$ cat config.mk
export PLATFORM = sky130hd
export DESIGN_NAME = pe_array_ctrl
export DESIGN_NICKNAME = d
export VERILOG_FILES = /design/src/rtl/pe_array_ctrl.sv
export SDC_FILE = /design/constraint.sdc
export NUM_CORES = 1
export LEC_CHECK = 0
export ABC_AREA = 1
export BUFFER_PORTS_ARGS = -buffer_cell sky130_fd_sc_hd__buf_4
export CAP_MARGIN = 10
export CORE_MARGIN = 10
export CORE_UTILIZATION = 25
export CTS_BUF_LIST = sky130_fd_sc_hd__clkbuf_2
export DETAILED_ROUTE_END_ITERATION = 8
export GPL_TIMING_DRIVEN = 1
export PLACE_DENSITY = 0.4
export SYNTH_ARGS = -nofsm -noshare
export SYNTH_HDL_FRONTEND = slang
export SYNTH_SLANG_ARGS = --single-unit
$ cat constraint.sdc
create_clock -name clk_i -period 3.2 [get_ports clk_i]
set_input_delay 0.32 -clock clk_i [delete_from_list [all_inputs] [get_ports clk_i]]
set_output_delay 0.32 -clock clk_i [all_outputs]
set_load 0.02 [all_outputs]
$ cat src/rtl/pe_array_ctrl.sv
// Control sequencer for a SIZE x SIZE weight-stationary systolic array.
// It loads a weight tile, latches it with preclk, and streams num_vec input
// vectors with per-row skew. It then raises output-memory write strobes as
// results leave the array. All outputs come straight from flops: the next
// value of each output is decoded from the next state and registered.
module pe_array_ctrl #(
  parameter int SIZE     = 4,
  parameter int AW       = 8,
  parameter int PIPE_LAT = 8
) (
  input  logic            clk_i,
  input  logic            rst_ni,
  input  logic            start_i,
  input  logic            abort_i,
  input  logic [AW-1:0]   num_vec_i,
  output logic            busy_o,
  output logic            done_o,
  output logic            cfg_err_o,
  output logic            w_rd_en_o,
  output logic [AW-1:0]   w_rd_addr_o,
  output logic            w_shift_o,
  output logic            preclk_o,
  output logic            in_rd_en_o,
  output logic [AW-1:0]   in_rd_addr_o,
  output logic [SIZE-1:0] skew_valid_o,
  output logic            out_wr_en_o,
  output logic [AW-1:0]   out_wr_addr_o
);

  localparam int WW = $clog2(SIZE + 1);
  // One extra bit so PIPE_LAT + num_vec never wraps, even for num_vec = 2^AW-1
  localparam int TW = AW + 1;

  typedef enum logic [2:0] {IDLE, LOAD_W, LATCH, RUN, DONE} state_e;

  state_e          state_q, state_d;
  logic [WW-1:0]   w_q, w_d;
  logic [TW-1:0]   t_q, t_d;
  logic [AW-1:0]   nv_q, nv_d;
  logic [TW-1:0]   run_last;
  logic [TW-1:0]   nv_ext_d;
  logic [TW-1:0]   out_idx_d;

  logic            busy_d, done_d, cfg_err_d;
  logic            w_rd_en_d, w_shift_d, preclk_d, in_rd_en_d, out_wr_en_d;
  logic [AW-1:0]   w_rd_addr_d, in_rd_addr_d, out_wr_addr_d;
  logic [SIZE-1:0] skew_valid_d;

  // State, counters and latched vector count
  always_ff @(posedge clk_i or negedge rst_ni) begin
    if (!rst_ni) begin
      state_q <= IDLE;
      w_q     <= '0;
      t_q     <= '0;
      nv_q    <= '0;
    end else begin
      state_q <= state_d;
      w_q     <= w_d;
      t_q     <= t_d;
      nv_q    <= nv_d;
    end
  end

  // Next-state and counter logic; abort overrides every transition
  always_comb begin
    state_d   = state_q;
    w_d       = w_q;
    t_d       = t_q;
    nv_d      = nv_q;
    cfg_err_d = 1'b0;
    run_last  = TW'(PIPE_LAT) + {1'b0, nv_q} - TW'(1);
    if (abort_i) begin
      state_d = IDLE;
      w_d     = '0;
      t_d     = '0;
    end else begin
      unique case (state_q)
        IDLE: begin
          if (start_i) begin
            if (num_vec_i != '0) begin
              nv_d    = num_vec_i;
              state_d = LOAD_W;
              w_d     = '0;
            end else begin
              cfg_err_d = 1'b1;
            end
          end
        end
        LOAD_W: begin
          if (w_q == WW'(SIZE)) begin
            state_d = LATCH;
            w_d     = '0;
          end else begin
            w_d = w_q + WW'(1);
          end
        end
        LATCH: begin
          state_d = RUN;
          t_d     = '0;
        end
        RUN: begin
          if (t_q == run_last) begin
            state_d = DONE;
            t_d     = '0;
          end else begin
            t_d = t_q + TW'(1);
          end
        end
        DONE: state_d = IDLE;
        default: state_d = IDLE;
      endcase
    end
  end

  // Next output values decoded from the next state so outputs are flop-driven
  always_comb begin
    nv_ext_d      = {1'b0, nv_d};
    out_idx_d     = t_d - TW'(PIPE_LAT);
    busy_d        = (state_d == LOAD_W) || (state_d == LATCH) || (state_d == RUN);
    done_d        = (state_d == DONE);
    w_rd_en_d     = (state_d == LOAD_W) && (w_d < WW'(SIZE));
    w_rd_addr_d   = w_rd_en_d ? AW'(w_d) : '0;
    // Weight data arrives one cycle after each read, so shifting lags by one
    w_shift_d     = (state_d == LOAD_W) && (w_d != '0);
    preclk_d      = (state_d == LATCH);
    in_rd_en_d    = (state_d == RUN) && (t_d < nv_ext_d);
    in_rd_addr_d  = in_rd_en_d ? t_d[AW-1:0] : '0;
    out_wr_en_d   = (state_d == RUN) && (t_d >= TW'(PIPE_LAT)) &&
                    (t_d < TW'(PIPE_LAT) + nv_ext_d);
    out_wr_addr_d = out_wr_en_d ? out_idx_d[AW-1:0] : '0;
  end

  // Row r sees its first element r cycles after row 0 (diagonal skew)
  for (genvar gi = 0; gi < SIZE; gi++) begin : g_skew
    assign skew_valid_d[gi] = (state_d == RUN) && (t_d >= TW'(gi)) &&
                              (t_d < TW'(gi) + nv_ext_d);
  end

  // Output registers
  always_ff @(posedge clk_i or negedge rst_ni) begin
    if (!rst_ni) begin
      busy_o        <= 1'b0;
      done_o        <= 1'b0;
      cfg_err_o     <= 1'b0;
      w_rd_en_o     <= 1'b0;
      w_rd_addr_o   <= '0;
      w_shift_o     <= 1'b0;
      preclk_o      <= 1'b0;
      in_rd_en_o    <= 1'b0;
      in_rd_addr_o  <= '0;
      skew_valid_o  <= '0;
      out_wr_en_o   <= 1'b0;
      out_wr_addr_o <= '0;
    end else begin
      busy_o        <= busy_d;
      done_o        <= done_d;
      cfg_err_o     <= cfg_err_d;
      w_rd_en_o     <= w_rd_en_d;
      w_rd_addr_o   <= w_rd_addr_d;
      w_shift_o     <= w_shift_d;
      preclk_o      <= preclk_d;
      in_rd_en_o    <= in_rd_en_d;
      in_rd_addr_o  <= in_rd_addr_d;
      skew_valid_o  <= skew_valid_d;
      out_wr_en_o   <= out_wr_en_d;
      out_wr_addr_o <= out_wr_addr_d;
    end
  end

endmodule

; Word level (Yosys, flattened, before mapping)
; Index checks and enable logic that the tools add are counted.
; W data, S select, Z words.
[classes]
reduce_logical = 18
eq_ne = 9
mux = 25
add_sub_neg = 9
n_lt_le_gt_ge = 11
[op_table]
columns = operator, count
row1 = $mux W8, 6
row2 = $lt A9 B9 Y1, 4
row3 = $mux W3, 10
row4 = $add A2 B8 Y9 const A, 2
row5 = $add A4 B8 Y9 const A, 2
row6 = $ge A9 B1 Y1 const B, 2
row7 = $ge A9 B2 Y1 const B, 2
row8 = $mux W9, 2
row9 = $pmux W9 S2, 1
row10 = $logic_and A1 B1 Y1, 13
row11 = $eq A3 B2 Y1 const B, 4
row12 = $pmux W3 S4, 1
row13 = $add A1 B8 Y9 const A, 1
row14 = $add A9 B1 Y9 const B, 1
row15 = $eq A9 B9 Y1, 1
row16 = $ge A9 B4 Y1 const B, 1
row17 = $lt A9 B8 Y1, 1
row18 = $sub A9 B1 Y9 const B, 1
row19 = $reduce_bool A8 Y1, 1
row20 = $sub A8 B4 Y8 const B, 1
row21 = $eq A3 B1 Y1 const B, 2
row22 = $eq A3 B3 Y1 const B, 2
row23 = $pmux W3 S2, 1
row24 = $mux W1, 4
row25 = 5 further kinds, 6
[totals]
out_inout_bits = 36
elab_cells = 88
ff_bits = 54
inputBits = 12

; Depth between registers and ports, before layout
; Gate-level depths: netlist of the first run.
[logic_depth]
ltp_word = 10
mapped_depth = 26
depth_no_buf = 26

; Worst setup path after synthesis of the first run
; No wires, ideal clock.
[synth_timing]
path_kind = register -> register
startpoint = register state_q[2]
endpoint = register skew_valid_o[2]
slack_ps = 184
t_arrival_ps = 2938
required_ps = 3123
path_stages_with_launch = 23
path_cell_list = dfrtp_1 -> nor2_1 -> nand2_1 -> nor2_1 -> nand3_2 -> inv_2 -> or2_2 -> o21ai_2 -> inv_1 -> ha_1 -> inv_1 -> nor3_2 -> xor2_1 -> nand2_1 -> o21ai_0 -> ha_1 -> inv_1 -> nor2_1 -> nor2_1 -> nor2_1 -> nor3_1 -> o21ai_0 -> a21oi_1
[synth_rtl]
columns = element, line_no
row1 = start: declaration, 36  ; state_e state_q, state_d;
row2 = start signal: assignment, 57  ; state_q <= state_d;
row3 = $logic_not A3 Y1, 77  ; unique case (state_q)
row4 = $mux W8, 77
row5 = $mux W8, 72  ; if (abort_i) begin
row6 = via nv_d[4], 39  ; logic [AW-1:0] nv_q, nv_d;
row7 = $add A2 B8 Y9, 136  ; (t_d < TW'(gi) + nv_ext_d);
row8 = $lt A9 B9 Y1, 136
row9 = $logic_and A1 B1 Y1, 135  ; assign skew_valid_d[gi] = (state_d == RUN) && (t_d >= TW'(gi)) &&
row10 = via skew_valid_d[2], 47  ; logic [SIZE-1:0] skew_valid_d;
row11 = end signal: assignment, 164  ; skew_valid_o <= skew_valid_d;
row12 = end: declaration, 25  ; output logic [SIZE-1:0] skew_valid_o,
; The timed path passes the listed nets, and every way through them passes these cells.

; Final worst setup path of the first run
[layout_timing]
startpoint = register state_q[0]
endpoint = register skew_valid_o[2]
; The elaborated chain is that of the path after synthesis.

==> flow_summary.json, run 1 <==
{
  "slew_headroom_pct": 53.4,
  "die_x_um": 149,
  "portBuffers": 42,
  "grt_antenna_before_repair": 1,
  "highest_count_cells_in_the_layout_ignoring_fill_and_taps": "nand2_1 (117), buf_4 (116), inv_1 (72)",
  "crit_path_start_kind": "flop",
  "unrepaired_setup_endpoints_after_global_routing": "yes",
  "post_synth_edffs": 0,
  "yosysWarningCount": 0,
  "origin_of_the_critical_flop_to_flop_path": "state_q[0]",
  "start_util_pct": 25.7,
  "h-tree-depth": 2,
  "dp_hpwl_um": 10300,
  "design.core.area_um2": 16100,
  "maxSlewViolCount": 0,
  "mappedNetlistArea_um2": 4130,
  "layout.cells.non_filler": 891,
  "drv_cap": 0,
  "path_max_fanout": 4,
  "drtIter0Drc": 151,
  "final_common_cell": "nand2_1",
  "final_antenna_net_count": 0,
  "synth-async-reset-ratio_pct": 100,
  "first_global_vias": 3745,
  "cts_made_buffers": 5,
  "dieHeight_um": 149,
  "placed_cells_incl_taps": 866,
  "skew_ps": 19.8,
  "timing.reg2reg.worst_path_depth": 19,
  "synthesized_flop_and_latch_total": 53,
  "die-area_um2": 22100,
  "final_net_count": 726,
  "clk_path_buf_depth": 2,
  "finalSetupViolCount": 0,
  "setup.worst_path.class": "flop to flop",
  "crit_path_end_kind": "flop",
  "min_to": "nv_q[5]",
  "core.rowCount": 46,
  "globalRouteOverflowTotal": 0,
  "ys_types": 38,
  "wl_per_cell_um": 14.5,
  "vias_per_cell": 4.23,
  "drive_above_1_share_pct": 34.9,
  "clock_sink_count": 53,
  "via_count": 3773,
  "wl_um": 12900,
  "timing.hold.worst.start": "num_vec_i[5]",
  "power_density_nw_per_um2": 325,
  "placed_area_um2": 5140,
  "cts.clk_slew.worst_paths_ps": 290,
  "worst-endpoint-arrival_ps": 3610,
  "final-hold-violation-count": 0,
  "worst-endpoint-required_ps": 3690,
  "cts-root-buf": "clkbuf_2",
  "groute.usage.overall_pct": 11.4,
  "synth-main-ff-cell": "dfrtp_1",
  "drt_first_pass_iters": 4,
  "cts_tree": "done",
  "syn_inst": 551,
  "timing.final.crit_share_pct": 97.6,
  "achievable-frequency_ghz": 0.320,
  "min_period_ps": 3120,
  "avgSynthCellArea_um2": 7.50,
  "clk-insertion-delay-late_ps": 520,
  "grt_start_max_net_pins": 54,
  "crit-reg2reg-capture": "skew_valid_o[2]",
  "io_pins": 48,
  "globalplace.congestion": 0.824,
  "power.leakage_nw": 2.98,
  "first_pass_grt_wire_length_um": 19900,
  "detail_route.drc_violations": 0,
  "tightestPinTransition_ps": 699,
  "synth-seq-area-share_pct": 32.1,
  "outcome": "finished, final reports clean",
  "hold_depth": 3,
  "vdd.ir_drop.worst_v": 0.000142,
  "hold_path.class": "primary input to flop",
  "final_design_area_no_fill_um2": 5550,
  "ff2ff_setup_slack_ps": 80,
  "synthToLayoutAreaGrowth_pct": 34.2
}
## cell usage after synthesis (4+ instances only)
master | number | area, um2
a21oi_1 | 20 | 100
buf_2 | 4 | 20.0
buf_4 | 6 | 45.0
dfrtp_1 | 53 | 1330
ha_1 | 41 | 513
inv_1 | 78 | 293
inv_2 | 20 | 75.1
nand2_1 | 119 | 447
nand2_2 | 14 | 87.6
nand2_4 | 5 | 56.3
nand3_1 | 33 | 165
nand4_1 | 4 | 25.0
nor2_1 | 60 | 225
nor2_2 | 11 | 68.8
nor3_1 | 7 | 35.0
o21ai_0 | 9 | 45.0
o21ai_1 | 5 | 25.0
o21ai_2 | 5 | 43.8
xnor2_1 | 6 | 52.6
xor2_1 | 21 | 184
## critical path, cell delays in order, from the launching register on
cell and delay (ps):
dfrtp_1 470, nor2_2 140, nand2_2 100, nor3_4 270
buf_6 160, inv_8 40, o22ai_4 220, buf_4 170
buf_4 120, nand3_2 90, nor2_2 130, xor2_1 180
ha_1 270, a21oi_2 140, nor2_2 50, nor2_1 100
nor2_1 60, nor3_2 170, o21ai_1 90, a21oi_1 120
## repair_timing
item | CTS | global route
endpoints found under the setup margin | 2 | 21
gates cloned | 0 | 1
resized for setup | 3 | 57
pin swaps | 2 | 36
buffers inserted | 2 | 12
endpoints found under the hold margin | 53 | 0
hold buffers | 1 | 0
## how the worst max path moves through the flow
stage	slack (ps)	start	endpoint
floorplan	180	state_q[2]	skew_valid_o[2]
global placement	-120	num_vec_i[4]	skew_valid_o[2]
detailed placement	-180	num_vec_i[4]	skew_valid_o[2]
CTS	2	nv_q[0]	in_rd_addr_o[3]
global route	-130	state_q[0]	skew_valid_o[2]
finish	80	state_q[0]	skew_valid_o[2]
## report_power, final
part,internal (mW),total [mW],switching (mW),leakage [nW]
registers,0.697,0.724,0.0265,0.720
logic,0.330,0.776,0.446,2.23
clock network,0.0553,0.301,0.246,0.0294
total,1.08,1.80,0.718,2.98
## routing by layer
layer	track usage, %	vias up	wire length (um)
li1	-	1956	-
met1	14.0	1752	5840
met2	20.0	56	6490
met3	2.37	9	484
met4	2.68	0	124
met5	0	-	0
## state kept, by name, indices dropped and copies added, names as in the netlist, 3 cells and up
name and count:
t_q 9, in_rd_addr_o 8, w_q 3, w_rd_addr_o 3, out_wr_addr_o 8, skew_valid_o 4
state_q 3, nv_q 8
## layout make-up
cell class                 count  area [um2]
inverter                     100         393
tap                          216         270
antenna                        1        2.50
clock inverter                 3        21.3
multi-input combinational    394        2610
sequential                    53        1330
clock buffer                   5        25.0
timing repair buffer         119         903
fill                        1734       10500
## per-stage QoR
| stage | power, mW | hold WS, ps | setup TNS [ps] | setup slack (ps) | utilization [%] |
|---|---|---|---|---|---|
| floorplan | 1.16 | 24.4 | 0 | 184 | - |
| global placement | 1.42 | 418 | -796 | -119 | 32.0 |
| detailed placement | 1.42 | 429 | -1280 | -184 | 32.0 |
| CTS | 1.75 | 56.0 | 0 | 2.19 | 32.5 |
| global route | 1.95 | 44.8 | -147 | -133 | 34.5 |
| finish | 1.80 | 86.3 | 0 | 78.3 | 34.5 |
## logic make-up after synthesis
group	synth area share (%)
and+or+nand+nor	30.5
AOI/OAI and AO/OA	8.57
adders and majority gates	12.4
xor gates and xnor gates	5.72
buffers and inverters	10.7
other	0.0907
DFF	32.1
(Power assumes the default switching activity.)
==> run 2: changes to the inputs <==
--- a/config.mk
+++ b/config.mk
@@ -14,6 +14,7 @@
 export DETAILED_ROUTE_END_ITERATION = 8
 export GPL_TIMING_DRIVEN = 1
 export PLACE_DENSITY = 0.4
+export RECOVER_POWER = 50
 export SYNTH_ARGS = -nofsm -noshare
 export SYNTH_HDL_FRONTEND = slang
 export SYNTH_SLANG_ARGS = --single-unit
==> flow_summary.json, run 2 (synthesis results as in run 1) <==
{
  "outcome": "finished, final reports clean",
  "crit_path_top_delay_cell": "dfrtp_1",
  "final_antenna_net_count": 0,
  "grt_start_max_net_pins": 54,
  "cts_tree": "done",
  "final_net_count": 726,
  "grt_use_met1_pct": 14.0,
  "drive_above_1_share_pct": 34.9,
  "clk_path_buf_depth": 2,
  "worst-endpoint-arrival_ps": 3610,
  "largest-register": "t_q",
  "crit_family": "simple AND/OR/NAND/NOR gates",
  "vdd.ir_drop.worst_v": 0.000142,
  "first_global_vias": 3745,
  "globalRouteOverflowTotal": 0,
  "timing.critical_path.mode_cell": "nor2_2",
  "globalplace.congestion": 0.824,
  "critPathBufInv": 4,
  "groute.usage.overall_pct": 11.4,
  "final-hold-violation-count": 0,
  "cts.clk_slew.worst_paths_ps": 290,
  "highest_count_cells_in_the_layout_ignoring_fill_and_taps": "nand2_1 (117), buf_4 (115), inv_1 (72)",
  "start_util_pct": 25.7,
  "slew_headroom_pct": 9.24,
  "drtIter0Drc": 151,
  "timing.final.crit_share_pct": 97.6,
  "core.rowCount": 46,
  "cp_cell_sequence": "nor2_2, nand2_2, nor3_4, buf_6, inv_8, o22ai_4, buf_4, buf_4, nand3_2, nor2_2, xor2_1, ha_1, a21oi_2, nor2_2, nor2_1, nor2_1, nor3_2, o21ai_1, a21oi_1",
  "detail_route.drc_violations": 0,
  "final_design_area_no_fill_um2": 5540,
  "skew_ps": 19.8,
  "dieHeight_um": 149,
  "largest_register_ffs": 9,
  "worst-endpoint-required_ps": 3690,
  "power_density_nw_per_um2": 325,
  "grt_util_met2_pct": 20.0,
  "hold_slack_ps": 86.3,
  "cts-root-buf": "clkbuf_2",
  "cts_made_buffers": 5,
  "drt_first_pass_iters": 4,
  "power_mw": 1.80,
  "io_pins": 48,
  "power.leakage_nw": 2.98,
  "maxSlewViolCount": 0,
  "min_period_ps": 3120,
  "final_common_cell": "nand2_1",
  "die_x_um": 149,
  "clk-insertion-delay-late_ps": 520,
  "dp_hpwl_um": 10300,
  "portBuffers": 42,
  "first_pass_grt_wire_length_um": 19900,
  "wl_um": 12900,
  "tightestPinTransition_ps": 1360,
  "vias_per_cell": 4.23,
  "crit_path_end_kind": "flop",
  "drv_cap": 0,
  "finalSetupViolCount": 0,
  "grt_antenna_before_repair": 1,
  "via_count": 3773,
  "path_max_fanout": 4,
  "design.core.area_um2": 16100,
  "clock_sink_count": 53,
  "grt.met3_usage_pct": 2.37,
  "achievable-frequency_ghz": 0.320,
  "placed_area_um2": 5140,
  "placed_cells_incl_taps": 866,
  "setup.worst_path.class": "flop to flop",
  "h-tree-depth": 2,
  "wl_per_cell_um": 14.5,
  "die-area_um2": 22100,
  "post-route-util_pct": 34.5,
  "layout.cells.non_filler": 891,
  "synthToLayoutAreaGrowth_pct": 34.1,
  "crit_path_start_kind": "flop",
  "delay_contributed_by_the_slowest_stage_of_the_critical_path_ps": 470,
  "hold_path.class": "primary input to flop",
  "global_route.peak_usage_layer": "met2",
  "unrepaired_setup_endpoints_after_global_routing": "yes"
}
run 2: per-layer routing:
layer	up-vias	wire length [um]
met3	9	484
met1	1752	5840
met2	56	6490
met5	-	0
met4	0	124
li1	1956	-
run 2: where the power goes:
part,internal [mW],switching (mW),total (mW)
clock network,0.0553,0.246,0.301
registers,0.697,0.0265,0.724
logic,0.329,0.446,0.775
run 2: worst paths after layout:
check / start / to / slack [ps] / cells past startpoint
max: state_q[0] / skew_valid_o[2] / 80 / 19
min: num_vec_i[5] / nv_q[5] / 90 / 3
max reg2reg: state_q[0] / skew_valid_o[2] / 80 / 19
min reg2reg: w_q[1] / w_q[1] / 610 / 2
max in group asynchronous: rst_ni / nv_q[7] / 1820 / 2
min in group asynchronous: rst_ni / w_q[0] / 590 / 2
run 2: repair_timing:
item / 4_1_cts / 5_1_grt
setup buffers: 2 / 12
hold buffers: 1 / 0
hold endpoints to repair: 53 / 0
gates cloned: 0 / 1
resized for setup: 3 / 57
setup endpoints to repair: 2 / 21
pin swaps: 2 / 36
run 2: metrics by stage:
step | setup TNS, ps | setup slack, ps
6_report | 0 | 78.3
3_5_place_dp | -1280 | -184
2_1_floorplan | 0 | 184
3_3_place_gp | -796 | -119
5_1_grt | -147 | -133
4_1_cts | 0 | 2.19
run 2: worst min-delay path, delay by kind of cell:
kind,cells,cell delay [ps]
buffers and inverters,2,190
AOI/OAI and AO/OA,1,80
run 2: final cells by class:
cell class                      count  area [um2]
Antenna cell                        1        2.50
Clock buffer                        5        25.0
Clock inverter                      3        21.3
Fill cell                        1734       10500
Inverter                          100         393
Multi-Input combinational cell    394        2610
Sequential cell                    53        1330
Tap cell                          216         270
Timing Repair Buffer              119         901
